==> config.mk <==
export PLATFORM = sky130hd
export DESIGN_NAME = seven_segment_scan_ctrl
export DESIGN_NICKNAME = d
export VERILOG_FILES = /design/src/rtl/seven_segment_scan_ctrl_pkg.sv /design/src/rtl/seven_segment_scan_ctrl_seven_segment.sv /design/src/rtl/seven_segment_scan_ctrl.sv
export SDC_FILE = /design/constraint.sdc
export NUM_CORES = 1
export LEC_CHECK = 0
export ABC_AREA = 1
export ABC_CLOCK_PERIOD_IN_PS = 4100
export BUFFER_PORTS_ARGS = -buffer_cell sky130_fd_sc_hd__clkbuf_2
export CORE_AREA = 5 5 98 100
export DETAILED_ROUTE_END_ITERATION = 7
export DIE_AREA = 0 0 103 105
export PLACE_DENSITY_LB_ADDON = 0.05
export RECOVER_POWER = 50
export SLEW_MARGIN = 20
export SYNTH_ARGS = -nofsm -noshare
export SYNTH_HDL_FRONTEND = slang
export SYNTH_SLANG_ARGS = --single-unit
export TNS_END_PERCENT = 30
==> constraint.sdc <==
create_clock -name Clk -period 4.1 [get_ports Clk]
set_clock_uncertainty 0.15 [all_clocks]
set_input_delay 0.205 -clock Clk [delete_from_list [all_inputs] [get_ports Clk]]
set_output_delay 0.205 -clock Clk [all_outputs]
set_load 0.03 [all_outputs]
==> src/rtl/seven_segment_scan_ctrl_pkg.sv <==
// Shared encodings for the seven-segment scan controller: FSM states and pin polarities.
package seven_segment_scan_ctrl_pkg;

    typedef enum logic {
        GUARD_S = 1'b0,
        DRIVE_S = 1'b1
    } scan_state_t;

    // Common-anode board: anodes, segments and decimal point are all active-low.
    localparam logic [6:0] SEG_OFF   = 7'h7F;
    localparam logic       ANODE_OFF = 1'b1;
    localparam logic       ANODE_ON  = 1'b0;
    localparam logic       DP_OFF    = 1'b1;

endpackage

==> src/rtl/seven_segment_scan_ctrl_seven_segment.sv <==
// Hex nibble to active-low segment pattern, bit 6 = a ... bit 0 = g.
module seven_segment_scan_ctrl_seven_segment
    import seven_segment_scan_ctrl_pkg::*;
(
    input  logic [3:0] hex,
    output logic [6:0] seg
);

    always_comb begin
        seg = SEG_OFF;
        case (hex)
            4'h0: seg = 7'h01;
            4'h1: seg = 7'h4F;
            4'h2: seg = 7'h12;
            4'h3: seg = 7'h06;
            4'h4: seg = 7'h4C;
            4'h5: seg = 7'h24;
            4'h6: seg = 7'h20;
            4'h7: seg = 7'h0F;
            4'h8: seg = 7'h00;
            4'h9: seg = 7'h04;
            4'hA: seg = 7'h08;
            4'hB: seg = 7'h60;
            4'hC: seg = 7'h31;
            4'hD: seg = 7'h42;
            4'hE: seg = 7'h30;
            4'hF: seg = 7'h38;
        endcase
    end

endmodule

==> src/rtl/seven_segment_scan_ctrl.sv <==
// Time-multiplexed common-anode display scanner with guard blanking and frame-synchronous data update.
//   state   | meaning
//   GUARD_S | leading part of a digit slot, every anode off
//   DRIVE_S | anode of the current digit enabled
module seven_segment_scan_ctrl
    import seven_segment_scan_ctrl_pkg::*;
#(
    parameter int NUM_DIGITS = 4,
    parameter int PRESCALE   = 50000,
    parameter int GUARD      = 500
) (
    input  logic                    Clk,
    input  logic                    Reset,
    input  logic                    Load_Valid,
    output logic                    Load_Ready,
    input  logic [4*NUM_DIGITS-1:0] Load_Data,
    input  logic [NUM_DIGITS-1:0]   Load_Dp,
    input  logic [NUM_DIGITS-1:0]   Blank_Mask,
    input  logic                    Lz_En,
    output logic [6:0]              Seg,
    output logic                    Dp,
    output logic [NUM_DIGITS-1:0]   Anode,
    output logic                    Frame_Done
);

    localparam int CW = $clog2(PRESCALE);
    localparam int IW = $clog2(NUM_DIGITS);
    localparam logic [CW-1:0] CNT_LAST      = CW'(PRESCALE - 1);
    localparam logic [CW-1:0] CNT_GUARD_END = CW'(GUARD - 1);
    localparam logic [IW-1:0] IDX_LAST      = IW'(NUM_DIGITS - 1);

    scan_state_t             state;
    logic [CW-1:0]           cnt;
    logic [IW-1:0]           idx;
    logic [4*NUM_DIGITS-1:0] shadow_data;
    logic [4*NUM_DIGITS-1:0] pend_data;
    logic [NUM_DIGITS-1:0]   shadow_dp;
    logic [NUM_DIGITS-1:0]   pend_dp;
    logic [NUM_DIGITS-1:0]   lz_dark;
    logic [NUM_DIGITS-1:0]   anode_nxt;
    logic [3:0]              cur_nib;
    logic [6:0]              dec_seg;
    logic                    cnt_last;
    logic                    frame_end;
    logic                    dark;
    logic                    blank_slot;
    logic                    upper_zero;

    assign cnt_last  = (cnt == CNT_LAST);
    assign frame_end = cnt_last && (idx == IDX_LAST);

    always_comb begin
        cur_nib   = 4'h0;
        anode_nxt = {NUM_DIGITS{ANODE_OFF}};
        for (int i = 0; i < NUM_DIGITS; i++) begin
            if (idx == IW'(i)) begin
                cur_nib = shadow_data[4*i +: 4];
                if (state == DRIVE_S)
                    anode_nxt[i] = ANODE_ON;
            end
        end
    end

    // Digit i is a leading zero when it and every more-significant nibble are zero.
    always_comb begin
        lz_dark    = '0;
        upper_zero = 1'b1;
        for (int i = NUM_DIGITS - 1; i >= 1; i--) begin
            upper_zero = upper_zero && (shadow_data[4*i +: 4] == 4'h0);
            lz_dark[i] = Lz_En && upper_zero;
        end
    end

    assign dark       = Blank_Mask[idx] | lz_dark[idx];
    assign blank_slot = (state == GUARD_S) | dark;

    seven_segment_scan_ctrl_seven_segment u_dec (
        .hex (cur_nib),
        .seg (dec_seg)
    );

    always_ff @(posedge Clk) begin
        if (Reset) begin
            state      <= GUARD_S;
            cnt        <= '0;
            idx        <= '0;
            Anode      <= {NUM_DIGITS{ANODE_OFF}};
            Seg        <= SEG_OFF;
            Dp         <= DP_OFF;
            Frame_Done <= 1'b0;
        end else begin
            cnt <= cnt_last ? '0 : cnt + 1'b1;
            if (cnt_last)
                idx <= (idx == IDX_LAST) ? '0 : idx + 1'b1;
            case (state)
                GUARD_S: if (cnt == CNT_GUARD_END) state <= DRIVE_S;
                DRIVE_S: if (cnt_last)             state <= GUARD_S;
            endcase
            // Segments are blanked during guard so they switch together with the anodes.
            Anode      <= anode_nxt;
            Seg        <= dec_seg | {7{blank_slot}};
            Dp         <= (blank_slot || !shadow_dp[idx]) ? DP_OFF : ~DP_OFF;
            Frame_Done <= frame_end;
        end
    end

    // Load_Ready low means the pending register holds an uncommitted frame.
    always_ff @(posedge Clk) begin
        if (Reset) begin
            Load_Ready  <= 1'b1;
            pend_data   <= '0;
            pend_dp     <= '0;
            shadow_data <= '0;
            shadow_dp   <= '0;
        end else if (Load_Valid && Load_Ready) begin
            pend_data  <= Load_Data;
            pend_dp    <= Load_Dp;
            Load_Ready <= 1'b0;
        end else if (!Load_Ready && frame_end) begin
            shadow_data <= pend_data;
            shadow_dp   <= pend_dp;
            Load_Ready  <= 1'b1;
        end
    end

endmodule

==> flow_metrics.tcl <==
set metrics [dict create \
    path_clk_slew_ns 0.08 \
    status "complete, no violations" \
    syn-cell-area_um2 3360 \
    htree_levels 3 \
    synth.avg_cell_area_um2 7.21 \
    vias 3078 \
    cts_buffers 9 \
    area_delta_synth_final_pct 18.0 \
    diodes 0 \
    drv_slew 0 \
    drive_above_1_share_pct 9.75 \
    place_hpwl_um 5980 \
    hold_viol_final 0 \
    min_path_type "input port to flip-flop" \
    ctsLongestPathBuffers 2 \
    cp.required_ns 4.18 \
    ir_worst_vdd_mv 0.175 \
    crit_type "flip-flop to flip-flop" \
    initial_core_util_pct 39.1 \
    wl_per_cell_um 13.0 \
    tns_ns 0 \
    met3_usage_pct 3.93 \
    worst_slew_pin_slew_ns 0.704 \
    viasPerCell 4.88 \
    cts_tree "built" \
    layout_min_cycle_time_ns 3.01 \
    rsz0062_at_grt "false" \
    end_kind "flip-flop" \
    final_nets 557 \
    cts_root_buf "clkbuf_8" \
    start_kind "flip-flop" \
    met2_usage_pct 26.5 \
    layout_common_cells "nand2_1 (99), nor2_1 (84), dfxtp_1 (73)" \
    drtIter0Drc 129 \
    fin_crit_sh_pct 73.3 \
    maxSlewHeadroom_pct 53.0 \
    place_ws_ns 1.49 \
    grt_antenna_before_repair 0 \
    drc 0 \
    die_w_um 103 \
    syn_nets 505 \
    yosysWarnings 0 \
    postCtsSetupRepairBufs 0 \
    synthCells 466 \
    rrSetupSlack_ns 1.09 \
    core_um2 8590 \
    first_pass_iters 4 \
    totalWireLength_um 8230 \
    clock-sinks 73 \
    timing.fmax_mhz 333 \
    io_pins 42 \
    cts.hold.buffers_added 19 \
    setup_viol 0 \
    cts_resized 0 \
    die_y_um 105 \
    grt_util_met1_pct 21.6 \
    p_leak_nw 1.54 \
    cap_violations 0 \
    globalplace.congestion 0.861 \
    rows 34 \
    cp.arrival_ns 3.09 \
    grt_pass1_wl_um 14400 \
    fp.dieArea_um2 10800 \
    grt.busiest_layer "met2" \
    grt_usage_pct 16.4 \
    globalRouteOverflowTotal 0 \
    seq_area_frac_synth_pct 43.5 \
    io_buffers 41 \
    layout_setup_ws_ns 1.09 \
    ant_nets 0 \
    cp_max_fo 17 \
    grt_pass1_vias 3119 \
    cellPowerDensity_nw_per_um2 365 \
    final_common_cell "nand2_1" \
    grt_max_degree 27 \
    clock_latency_ns 0.35 \
    ys_ff_latch 73 \
    yosysUniqueCellTypes 30 \
]
-- final timing paths --
kind                 startpoint            end  cells after the start
setup / recovery         idx[0]         Seg[6]                      9
hold / removal    Load_Data[15]  pend_data[15]                      3
setup reg to reg         idx[0]         Seg[6]                      9
hold reg to reg          cnt[0]         cnt[0]                      1
-- where the power goes --
part	internal (mW)	switching, mW	total, mW
combinational	0.0357	0.0467	0.0824
clock	0.342	0.281	0.624
sequential	0.728	0.0115	0.740
-- kinds of logic (layout without fill, tap and decap cells) --
family,count (synthesis),in the layout,share of synthesized area [%]
flip-flops,73,73,43.5
buffers and inverters,54,111,7.26
AND/OR/NAND/NOR,251,251,32.8
AO/OA/AOI/OAI,73,73,11.3
adder cells (fa/ha/maj),11,11,4.10
XOR/XNOR,4,4,1.04
-- synthesized netlist by cell type, drive strengths merged --
| library cell | count | area share [%] |
|---|---|---|
| a21boi | 3 | 0.67 |
| a21oi | 37 | 5.5 |
| buf | 11 | 2.5 |
| clkbuf | 9 | 1.0 |
| dfxtp | 73 | 44 |
| ha | 11 | 4.1 |
| inv | 34 | 3.8 |
| nand2 | 99 | 11 |
| nand3 | 31 | 4.9 |
| nand3b | 2 | 0.45 |
| nand4 | 24 | 4.5 |
| nor2 | 86 | 10 |
| nor3 | 6 | 1.0 |
| nor3b | 1 | 0.22 |
| nor4 | 1 | 0.19 |
| o211ai | 2 | 0.45 |
| o21ai | 30 | 4.5 |
| o22ai | 1 | 0.19 |
| or2 | 1 | 0.19 |
| xnor2 | 2 | 0.52 |
| xor2 | 2 | 0.52 |
-- critical path, stage by stage (launching register included) --
cell and delay [ns]:
dfxtp_1 0.51, ha_1 0.55, clkbuf_1 0.59, nor2_1 0.14, a21boi_1 0.34, inv_1 0.11
ha_1 0.20, nand3b_1 0.15, nand3_1 0.09, nand3_1 0.08
-- sequential cells by signal (all words and copies together) (netlist names) --
signal       flops
shadow_data     16
pend_data       16
Dp               1
Seg              7
cnt             16
pend_dp          4
idx              2
Frame_Done       1
Load_Ready       1
shadow_dp        4
Anode            4
state            1
-- layer usage --
layer / up-vias / part of all wire (%)
met2: 48 / 46
li1: 1633 / -
met3: 10 / 4.0
met4: 0 / 1.2
met5: - / 0
met1: 1387 / 48
-- final cells by class --
class                   instances  area, um2
clock buffers                   9        124
clock inverters                 7       93.8
fillers                       922       4630
inverters                      34        128
multi-input cells             339       1640
flip-flops and latches         73       1460
well taps                     108        135
repair buffers                 61        382
-- through the flow --
step           util (%)  hold WS, ns  instances  instance area (um2)  total power [mW]
5_1_grt            46.1       0.0404        631                 3970              1.52
3_3_place_gp       41.8        0.285        596                 3590             0.826
2_1_floorplan         -        0.222        466                 3360             0.801
6_report           46.1       0.0116        631                 3970              1.45
3_5_place_dp       41.8        0.293        596                 3590             0.827
4_1_cts            46.5       0.0201        631                 4000              1.47
Power figures use the tool's default switching activity.
